### src/rtl/fp_classify_pipe.sv
// Two-stage IEEE-754 operand classifier: one-hot class + sign, 2-cycle latency, 1 operand/cycle.
// Valid/ready backpressure propagates through both stages; saturating per-class event counters.
module fp_classify_pipe #(
  parameter int EXP_W  = 8,
  parameter int FRAC_W = 23,
  parameter int CNT_W  = 16,
  localparam int DW    = 1 + EXP_W + FRAC_W
) (
  input  logic             clk,
  input  logic             rst_n,
  input  logic             in_valid,
  output logic             in_ready,
  input  logic [DW-1:0]    in_data,
  output logic             out_valid,
  input  logic             out_ready,
  output logic [DW-1:0]    out_data,
  output logic             out_sign,
  output logic [5:0]       out_class,
  input  logic             clr_cnt,
  output logic [CNT_W-1:0] cnt_zero,
  output logic [CNT_W-1:0] cnt_sub,
  output logic [CNT_W-1:0] cnt_inf,
  output logic [CNT_W-1:0] cnt_nan
);

  localparam logic [5:0] CLS_ZERO = 6'b000001;
  localparam logic [5:0] CLS_SUB  = 6'b000010;
  localparam logic [5:0] CLS_NORM = 6'b000100;
  localparam logic [5:0] CLS_INF  = 6'b001000;
  localparam logic [5:0] CLS_QNAN = 6'b010000;
  localparam logic [5:0] CLS_SNAN = 6'b100000;

  localparam logic [CNT_W-1:0] CNT_ONE = {{(CNT_W-1){1'b0}}, 1'b1};
  localparam logic [CNT_W-1:0] CNT_MAX = '1;

  typedef struct packed {
    logic [DW-1:0] dat;
    logic          expOnes;
    logic          expZero;
    logic          fracZero;
    logic          fracMsb;
  } stageOne_t;

  logic [EXP_W-1:0]  inExp;
  logic [FRAC_W-1:0] inFrac;
  stageOne_t         s1;
  logic              v1;
  logic              load1;
  logic              load2;
  logic              xfer;
  logic [5:0]        cls;

  assign inExp  = in_data[FRAC_W +: EXP_W];
  assign inFrac = in_data[FRAC_W-1:0];

  assign load2    = !out_valid || out_ready;
  assign load1    = !v1 || load2;
  assign in_ready = load1;
  assign xfer     = out_valid && out_ready;

  always_ff @(posedge clk or negedge rst_n) begin
    if (!rst_n) begin
      v1 <= 1'b0;
      s1 <= '0;
    end else if (load1) begin
      v1 <= in_valid;
      if (in_valid) begin
        s1.dat      <= in_data;
        s1.expOnes  <= &inExp;
        s1.expZero  <= ~|inExp;
        s1.fracZero <= ~|inFrac;
        s1.fracMsb  <= inFrac[FRAC_W-1];
      end
    end
  end

  // Priority order matters: zero/sub only when exponent is all-zeros, NaN split by fraction MSB.
  always_comb begin
    cls = CLS_NORM;
    if (s1.expZero && s1.fracZero)      cls = CLS_ZERO;
    else if (s1.expZero)                cls = CLS_SUB;
    else if (s1.expOnes && s1.fracZero) cls = CLS_INF;
    else if (s1.expOnes && s1.fracMsb)  cls = CLS_QNAN;
    else if (s1.expOnes)                cls = CLS_SNAN;
  end

  always_ff @(posedge clk or negedge rst_n) begin
    if (!rst_n) begin
      out_valid <= 1'b0;
      out_data  <= '0;
      out_sign  <= 1'b0;
      out_class <= '0;
    end else if (load2) begin
      out_valid <= v1;
      if (v1) begin
        out_data  <= s1.dat;
        out_sign  <= s1.dat[DW-1];
        out_class <= cls;
      end
    end
  end

  // Clear wins over a same-cycle increment, so that event is intentionally lost.
  always_ff @(posedge clk or negedge rst_n) begin
    if (!rst_n) begin
      cnt_zero <= '0;
      cnt_sub  <= '0;
      cnt_inf  <= '0;
      cnt_nan  <= '0;
    end else if (clr_cnt) begin
      cnt_zero <= '0;
      cnt_sub  <= '0;
      cnt_inf  <= '0;
      cnt_nan  <= '0;
    end else if (xfer) begin
      if (out_class[0] && cnt_zero != CNT_MAX) cnt_zero <= cnt_zero + CNT_ONE;
      if (out_class[1] && cnt_sub  != CNT_MAX) cnt_sub  <= cnt_sub + CNT_ONE;
      if (out_class[3] && cnt_inf  != CNT_MAX) cnt_inf  <= cnt_inf + CNT_ONE;
      if ((out_class[4] || out_class[5]) && cnt_nan != CNT_MAX) cnt_nan <= cnt_nan + CNT_ONE;
    end
  end

endmodule

### config.mk
export PLATFORM = sky130hd
export DESIGN_NAME = fp_classify_pipe
export DESIGN_NICKNAME = d
export VERILOG_FILES = /design/src/rtl/fp_classify_pipe.sv
export SDC_FILE = /design/constraint.sdc
export NUM_CORES = 1
export LEC_CHECK = 0
export ABC_CLOCK_PERIOD_IN_PS = 3700
export CAP_MARGIN = 20
export CORE_ASPECT_RATIO = 1.4
export CORE_MARGIN = 2
export CORE_UTILIZATION = 55
export CTS_CLUSTER_DIAMETER = 120
export DETAILED_ROUTE_END_ITERATION = 10
export PLACE_DENSITY = 0.86
export REMOVE_ABC_BUFFERS = 1
export SLEW_MARGIN = 20
export SYNTH_ARGS = -nofsm -noshare
export SYNTH_HDL_FRONTEND = slang
export SYNTH_SLANG_ARGS = --single-unit
### constraint.sdc
create_clock -name clk -period 3.7 [get_ports clk]
set_input_delay 1.11 -clock clk [delete_from_list [all_inputs] [get_ports clk]]
set_output_delay 1.11 -clock clk [all_outputs]
set_load 0.03 [all_outputs]
==> reports/results.tsv <==
stage	metric	value	unit
detailed_routing	DR iter-0 viols	272	
cts	H-tree Lvls	4	
setup_path	crit path DAT	1.96	ns
die	Ports	142	
setup_path	startpoint types	input port	
setup_path	crit-path max FO	3	
detailed_routing	Routed Antenna Nets	0	
cts	Max clock buf depth	2	
synth	Mapped Cells	573	
detailed_routing	DRC errors left	0	
setup_path	CP required	2.59	ns
timing	clk_skew	0.008661	ns
timing	RSZ-0062 raised after global routing	false	
power_and_ir_drop	LEAKAGE	3.455	nW
placement	Port Buf Inserts	141	
cts	clk slew on worst S/H paths	0.05	ns
die	Initial Util	56.49	%
die	core area	11340	sq um
detailed_routing	final WL	14.98	mm
setup_path	max incr delay on CP	0.43	ns
timing	Final setup viols	0	
global_route	vias in the first global route	5258	
placement	Post-Place Setup Slack	0.5177	ns
flow_run	MaxCap Viol Count	0	
final_layout	ratio of cells with drive above 1 in the final layout	15.55	%
timing	final worst path period share	83.07	%
global_route	initial antenna violation count	1	
placement	DP HPWL	10.42	mm
placement	final RePlAce weighted congestion	0.8752	
setup_path	Critical Path Slowest Stage Cell	clkdlybuf4s50_1	
timing	fmax	0.3253	GHz
final_layout	Antenna diodes	0	
detailed_routing	via count	5114	
final_layout	Synth-to-Final Area Change	33.21	%
timing	final hold viol count	0	
cts	CTS Root Cell	clkbuf_16	
synth	synthesized area per cell	11.18	sq um
status	status	complete, no violations	
synth	Syn. warnings	0	
power_and_ir_drop	Power Total	4.119	mW
setup_path	CP bufs+invs	2	
timing	measured slew at the worst slew-check pin	1.040	ns
detailed_routing	post-DR wirelength/cell	17.09	um
final_layout	final instance area	8532	sq um
synth	Mapped Area	6405	sq um
detailed_routing	first-pass iteration count of the detailed router	5	
setup_path	worst reg-to-reg setup slack	1.43	ns
timing	setup TNS	0	ns
synth	number of synthesized flops with an enable pin	0	
min_path	Hold WC Path Type	register to register	
timing	Slew HR	30.66	%
setup_path	Crit path max-delay family	buffers and inverters	
timing	post-layout min period	3.074	ns
synth	Yosys top cell by area	dfrtp_1	
cts	CTS resizes	0	
power_and_ir_drop	Cell Pwr Density	482.8	nW/um^2
synth	prevailing post-synth register cell	dfrtp_1	
timing	slack of the critical path	0.6263	ns
cts	Skew-Pair Late Insertion Delay	0.41	ns
synth	Seq cells post-synth	139	
die	num rows	46	
final_layout	most common cell after layout, fill and taps aside	dfrtp_1	
global_route	grt total ovfl	0	
synth	sequential element share of the synthesized area	54.31	%
cts	clock tree from TritonCTS	yes	
setup_path	Setup Crit Path Kind	input port to primary output	
final_layout	nets@finish	761	
setup_path	nature of the critical path endpoint	primary output	
cts	clk sinks	139	
cts	TritonCTS buffer count	17	
die	die area	12540	sq um
final_layout	most frequent cells in the layout	dfrtp_1 (139), clkdlybuf4s50_1 (138), nor2_1 (65), mux2_2 (63), nand2_1 (41)	
cts	number of post-CTS setup repair buffers	0	
die	DIE HEIGHT	131.7	um
detailed_routing	via/cell ratio	5.831	
power_and_ir_drop	peak supply drop	0.4367	mV
die	Die Wd	95.21	um
timing	Final Max Slew Viols	0	
synth	ranking of synthesized cells by area	dfrtp_1 (54%), mux2_2 (11%), nor2_1 (3.8%)	
setup_path	cell-by-cell trace of the critical path	clkdlybuf4s50_1, nand3b_1, buf_4	
synth	post-synth top area share	54.31	%
placement	dpl cell area	7951	sq um
global_route	largest net degree at the start of global routing	91	
final_layout	Core Util, Final	75.25	%
synth	Netlist cell types	49	
cts	# hold bufs at CTS	0	
synth	Async SR Flop Fraction	100.0	%
global_route	first-pass GRT wire length	25.32	mm
global_route	GRT Resource Usage Total	25.47	%
[registers in the layout, indices dropped and copies added, names as in the netlist]
| name | flops |
|---|---|
| s1 | 35 |
| cnt_nan | 16 |
| v1 | 1 |
| cnt_inf | 16 |
| cnt_sub | 16 |
| out_valid | 1 |
| cnt_zero | 16 |
| out_class | 6 |
| out_data | 32 |
[stage by stage]
step           cells  hold slack (ns)
6_report         877           0.4787
5_1_grt          877           0.5196
4_1_cts          877           0.4860
3_5_place_dp     845           0.4742
3_3_place_gp     845           0.4666
2_1_floorplan    552           0.4513
[per-layer routing]
metal	global-route usage, %	vias to the layer above	part of all wire [%]
met3	8.830	22	8.4
met1	31.29	2541	39
li1	-	2352	-
met4	7.971	2	1.3
met5	0	-	0.11
met2	41.74	197	51
[worst paths after layout]
path	cells after the start	endpoint	startpoint
setup / recovery	3	in_ready	out_ready
hold / removal	2	out_class[2]	out_class[2]
setup reg to reg	6	cnt_nan[1]	cnt_nan[0]
hold reg to reg	2	out_class[2]	out_class[2]
max in group asynchronous	2	s1[2]	rst_n
min in group asynchronous	1	cnt_sub[8]	rst_n
[Yosys cell counts (2+ instances only)]
cell type and instances:
nor3_1 13, xor2_1 25, o31ai_1 3, o21ai_0 18, ha_1 4, mux2_2 63
nor2b_1 3, buf_2 3, nand2b_1 7, o21bai_1 2, nor4_1 12, nand3_1 28
inv_1 7, nor3b_1 2, or3_1 5, o2111ai_1 5, and3_1 10, mux2i_1 8
dfrtp_1 139, nand3b_1 2, and2_1 2, clkbuf_1 13, a21oi_1 10, nand4b_1 3
and4_1 5, buf_4 3, nor4_2 3, o211ai_1 8, nand2_1 42, a211oi_1 2
nor4b_1 2, nor2_1 65, or4_1 2, nand4_1 22, xnor2_1 18
[where the power goes]
| part | leakage, nW | switching (mW) | internal [mW] |
|---|---|---|---|
| Sequential | 1.79 | 0.0824 | 1.67 |
| Clock | 0.279 | 0.636 | 1.02 |
| Combinational | 1.39 | 0.380 | 0.328 |
[area by class of cell]
type / instances / area, sq um
repair buffers: 149 / 1465
multi-input cells: 406 / 2801
clock buffers: 21 / 460.4
fillers: 715 / 2806
clock inverters: 11 / 120.1
inverters: 7 / 26.28
well taps: 144 / 180.2
flip-flops and latches: 139 / 3478
[worst register-to-register path, delay by kind of cell, from the launching register on]
kind | cells | cell delay, ns
flip-flops | 1 | 0.42
AND/OR/NAND/NOR | 3 | 0.97
adder cells (fa/ha/maj) | 1 | 0.22
AO/OA/AOI/OAI | 1 | 0.28
multiplexers | 1 | 0.22
[cell families (layout without fill, tap and decap cells)]
| family | count (synthesis) | in the layout | share of synthesized area (%) |
|---|---|---|---|
| simple gates | 233 | 233 | 18.91 |
| flops | 139 | 139 | 54.31 |
| mux | 71 | 71 | 12.33 |
| compound gates | 55 | 55 | 5.802 |
| xor+xnor | 43 | 43 | 5.880 |
| buf+inv | 28 | 188 | 1.993 |
| fa+ha+maj | 4 | 4 | 0.7814 |
Power figures use the tool's default switching activity.
==> RTL change 1, RTL diff (same settings) <==
The parameter `CNT_W` goes from 16 to 32.
--- a/src/rtl/fp_classify_pipe.sv
+++ b/src/rtl/fp_classify_pipe.sv
@@ -4,5 +4,5 @@
   parameter int EXP_W  = 8,
   parameter int FRAC_W = 23,
-  parameter int CNT_W  = 16,
+  parameter int CNT_W  = 32,
   localparam int DW    = 1 + EXP_W + FRAC_W
 ) (
Ports: changed (resized cnt_inf, cnt_nan, cnt_sub and cnt_zero); port bits go from 142 to 206. The function was not compared with the original's and may differ.
==> RTL change 1 against the original RTL <==
Clock power up 28%. Cell area grew 54%. Routed wire length grew 76%. Worst setup slack got worse by 300 ps. Synthesized cell count is 73% higher. Synthesized area is 57% higher. Global-route usage up 1.7 points. Core utilization shrank 2.2 points. Fmax shrank 8.9%. Sequential cell count grew 64. Critical path type unchanged. Total power rose by 30%.
==> RTL change 1: results (changes against the original RTL) <==
- The run finished with clean final reports.
- The highest net fanout along the worst path is 5 (+2).
- The initial antenna violation count is 0 (-1).
- The total wire length after detailed routing is 26400 um (+76%).
- The xor/xnor cell area share of the yosys netlist is 1.22% (-4.7 points).
- The HPWL after detailed placement is 18400 um (+76%).
- The placed cell area is 12400 um2 (+56%).
- The routed via count divided by cell count is 6.20 (+6.4%).
- By count the netlist is led by dfrtp_1, a21oi_1, nand2_1.
- The average cell area after synthesis was 10.1 um2 (-9.7%).
- The number of levels the H-tree was split into is 1 (-3).
- The insertion delay to the later sink of the worst-skew pair came to 500 ps (+90 ps).
- The via count of the first global-routing pass is 8777 (+67%).
- The compound-gate portion of the synthesized area is 13.5% (+7.7 points).
- The clock tree skew after final layout is 8.79 ps (+0.132 ps).
- The number of unique standard cell types used by synthesis came to 52 (+6.1%).
- The post-synthesis mux area share is 8.21% (-4.1 points).
- The logic depth of the worst register-to-register path is 8 (+2).
- The overall via count from detail_route is 8994 (+76%).
- The global-route wire length before repair was 43700 um (+72%).
- The total power density per cell area is 407 nW/um2 (-16%).
- The worst-case setup slack after placement came to 217 ps (-300 ps).
- The arrival time of data at the critical path endpoint is 2260 ps (+300 ps).
- The total clock buffers created by CTS came to 21 (+4).
- The post-synthesis adder-cell area fraction is 0.499% (-0.28 points).
- The number of filler cells placed in the layout is 1300 (+82%).
- In this run the most critical hold path is launched from s1[26]$_DFFE_PN0P_.
## RTL change 1: critical path, cell delays in order
cell and delay (ps):
clkdlybuf4s50_1 490, buf_4 200, nand3b_1 230, buf_4 230
## RTL change 1: logic make-up (layout without fill, tap and decap cells)
| family | count (synthesis) | in the layout |
|---|---|---|
| compound gates | 229 | 229 |
| xor+xnor | 14 | 14 |
| buf+inv | 63 | 280 |
| simple gates | 407 | 407 |
| fa+ha+maj | 4 | 4 |
| mux | 73 | 73 |
| flops | 203 | 203 |
## RTL change 1: power breakdown
part / switching [W] / internal (W)
logic: 0.000418 / 0.000337
registers: 0.0000855 / 0.00237
clock network: 0.000890 / 0.00124
total: 0.00139 / 0.00394
## RTL change 1: path summary, 6_finish.rpt
check | end | slack, ps
setup reg to reg | cnt_nan[1]$_DFFE_PN0P_ | 890
hold reg to reg | out_class[5]$_DFFE_PN0P_ | 490
hold / removal | out_class[5]$_DFFE_PN0P_ | 490
min in group asynchronous | cnt_inf[4]$_DFFE_PN0P_ | 650
max in group asynchronous | cnt_nan[28]$_DFFE_PN0P_ | 2130
setup / recovery | in_ready | 330
## RTL change 1: per-layer routing
layer	part of all wire, %	wire length (um)	track usage (%)
met1	38	10100	32.6
met2	52	13700	48.4
met3	7.4	1950	6.35
met4	2.6	695	8.60
met5	0	0	0
## RTL change 1: area by class of cell
type / instances / area share, %
multi-input combinational: 727 / 35.9
clock inverter: 7 / 0.545
inverter: 13 / 0.373
sequential: 203 / 38.8
clock buffer: 31 / 4.76
tap: 240 / 2.29
timing repair buffer: 229 / 17.4
==> RTL change 2, RTL diff (config.mk and constraints unchanged) <==
Without the edit above. Put one more register stage on the output `cnt_inf`, with the module's reset. The value now appears one clock later. The other outputs are not delayed to match.
--- a/src/rtl/fp_classify_pipe.sv
+++ b/src/rtl/fp_classify_pipe.sv
@@ -41,4 +41,6 @@
     logic          fracMsb;
   } stageOne_t;
+
+  logic [CNT_W-1:0] cnt_inf_s0;
 
   logic [EXP_W-1:0]  inExp;
@@ -106,16 +108,24 @@
       cnt_zero <= '0;
       cnt_sub  <= '0;
-      cnt_inf  <= '0;
+      cnt_inf_s0 <= '0;
       cnt_nan  <= '0;
     end else if (clr_cnt) begin
       cnt_zero <= '0;
       cnt_sub  <= '0;
-      cnt_inf  <= '0;
+      cnt_inf_s0 <= '0;
       cnt_nan  <= '0;
     end else if (xfer) begin
       if (out_class[0] && cnt_zero != CNT_MAX) cnt_zero <= cnt_zero + CNT_ONE;
       if (out_class[1] && cnt_sub  != CNT_MAX) cnt_sub  <= cnt_sub + CNT_ONE;
-      if (out_class[3] && cnt_inf  != CNT_MAX) cnt_inf  <= cnt_inf + CNT_ONE;
+      if (out_class[3] && cnt_inf_s0 != CNT_MAX) cnt_inf_s0 <= cnt_inf_s0 + CNT_ONE;
       if ((out_class[4] || out_class[5]) && cnt_nan != CNT_MAX) cnt_nan <= cnt_nan + CNT_ONE;
+    end
+  end
+
+  always_ff @(posedge clk or negedge rst_n) begin
+    if (!rst_n) begin
+      cnt_inf <= '0;
+    end else begin
+      cnt_inf <= cnt_inf_s0;
     end
   end
Check against the original RTL: not equivalent (Yosys sat finds a counterexample within 4 cycles, from zero or initial values and one cycle with rst_n low).
==> RTL change 2 against the original RTL <==
Cell area up 6.2%. Sequential cell count grew 16. Synthesized area up 7.9%. Combinational power up 2%. Core utilization decreased by 1.7 points. Clock skew rose by 0.54 ps. Worst setup slack worse by 210 ps. Total power is 5.6% higher. Routed wire length rose by 12%. Critical path type unchanged. Largest cell class unchanged. Largest power group unchanged.
==> RTL change 2: results (changes against the original RTL) <==
- The flow ran to the end, and the final reports show no timing, DRC or antenna violations.
- The cell count after placement was 872 (+3.2%).
- The total wire length after detailed routing is 16800 um (+12%).
- The worst-case setup slack after placement is 391 ps (-127 ps).
- The average cell area after synthesis is 11.5 um2 (+3.0%).
- The arrival time of data at the critical path endpoint is 2170 ps (+210 ps).
- The headroom to the max-slew limit is 37.3% (+6.7 points).
- The static leakage is 3.59 nW (+4.0%).
- The sequential share of cell area is 42.8% (+2.0 points).
- The pin count of the biggest net entering global routing is 107 (+18%).
- The area of combinational cells with multiple inputs is 2890 um2 (+3.0%).
- The layout buffer count excluding clock buffers is 148 (-0.67%).
- The worst hold path endpoint is cnt_inf[11]$_DFF_PN0_.
- The overall via count from detail_route was 5622 (+9.9%).
- The reg2reg setup slack is 1480 ps (+50 ps).
- The via count of the first global-routing pass is 5707 (+8.5%).
- The uppermost metal layer occupied by signal nets is met4.
- The number of multi-input combinational cells came to 407 (+0.25%).
- The largest voltage drop on the vdd net is 0.438 mV (+0.32%).
- The clock tree skew after final layout is 9.20 ps (+0.542 ps).
- The cell count of the worst hold path came to 0 (-2).
- The clock period minus worst slack is 3280 ps (+207 ps).
- The number of filler cells placed in the layout was 831 (+16%).
- The global placer's final weighted congestion is 0.860 (-1.7%).
- The logic depth of the worst register-to-register path was 5 (-1).
- The number of unique standard cell types used by synthesis is 46 (-6.1%).
- The initial antenna violation count is 0 (-1).
- The non-clock buffer contribution to total cell area is 16.4% (-0.81 points).
- The startpoint of the most critical hold path is cnt_inf_s0[11]$_DFFE_PN0P_.
[RTL change 2: report_power, final]
part | switching, W | leakage [nW] | internal [W] | total (W)
Combinational | 0.000389 | 1.30 | 0.000331 | 0.000720
Clock | 0.000752 | 0.280 | 0.000956 | 0.00171
Sequential | 0.0000803 | 2.01 | 0.00184 | 0.00192
[RTL change 2: cell families after synthesis]
family	count (synthesis)	share of synthesized area (%)
and+or+nand+nor	211	17.8
DFF	155	56.1
AOI/OAI and AO/OA	115	10.7
muxes	77	12.5
buffers and inverters	38	2.21
adders and majority gates	4	0.724
[RTL change 2: layer usage]
| metal | track usage (%) | vias up |
|---|---|---|
| met1 | 29.6 | 2799 |
| met3 | 7.76 | 27 |
| li1 | - | 2552 |
| met5 | 0 | - |
| met2 | 44.4 | 244 |
| met4 | 8.98 | 0 |
[RTL change 2: worst max-delay path, cell delays in order]
cell and delay [ps]:
clkdlybuf4s50_1 560, nand3b_1 290, buf_4 210
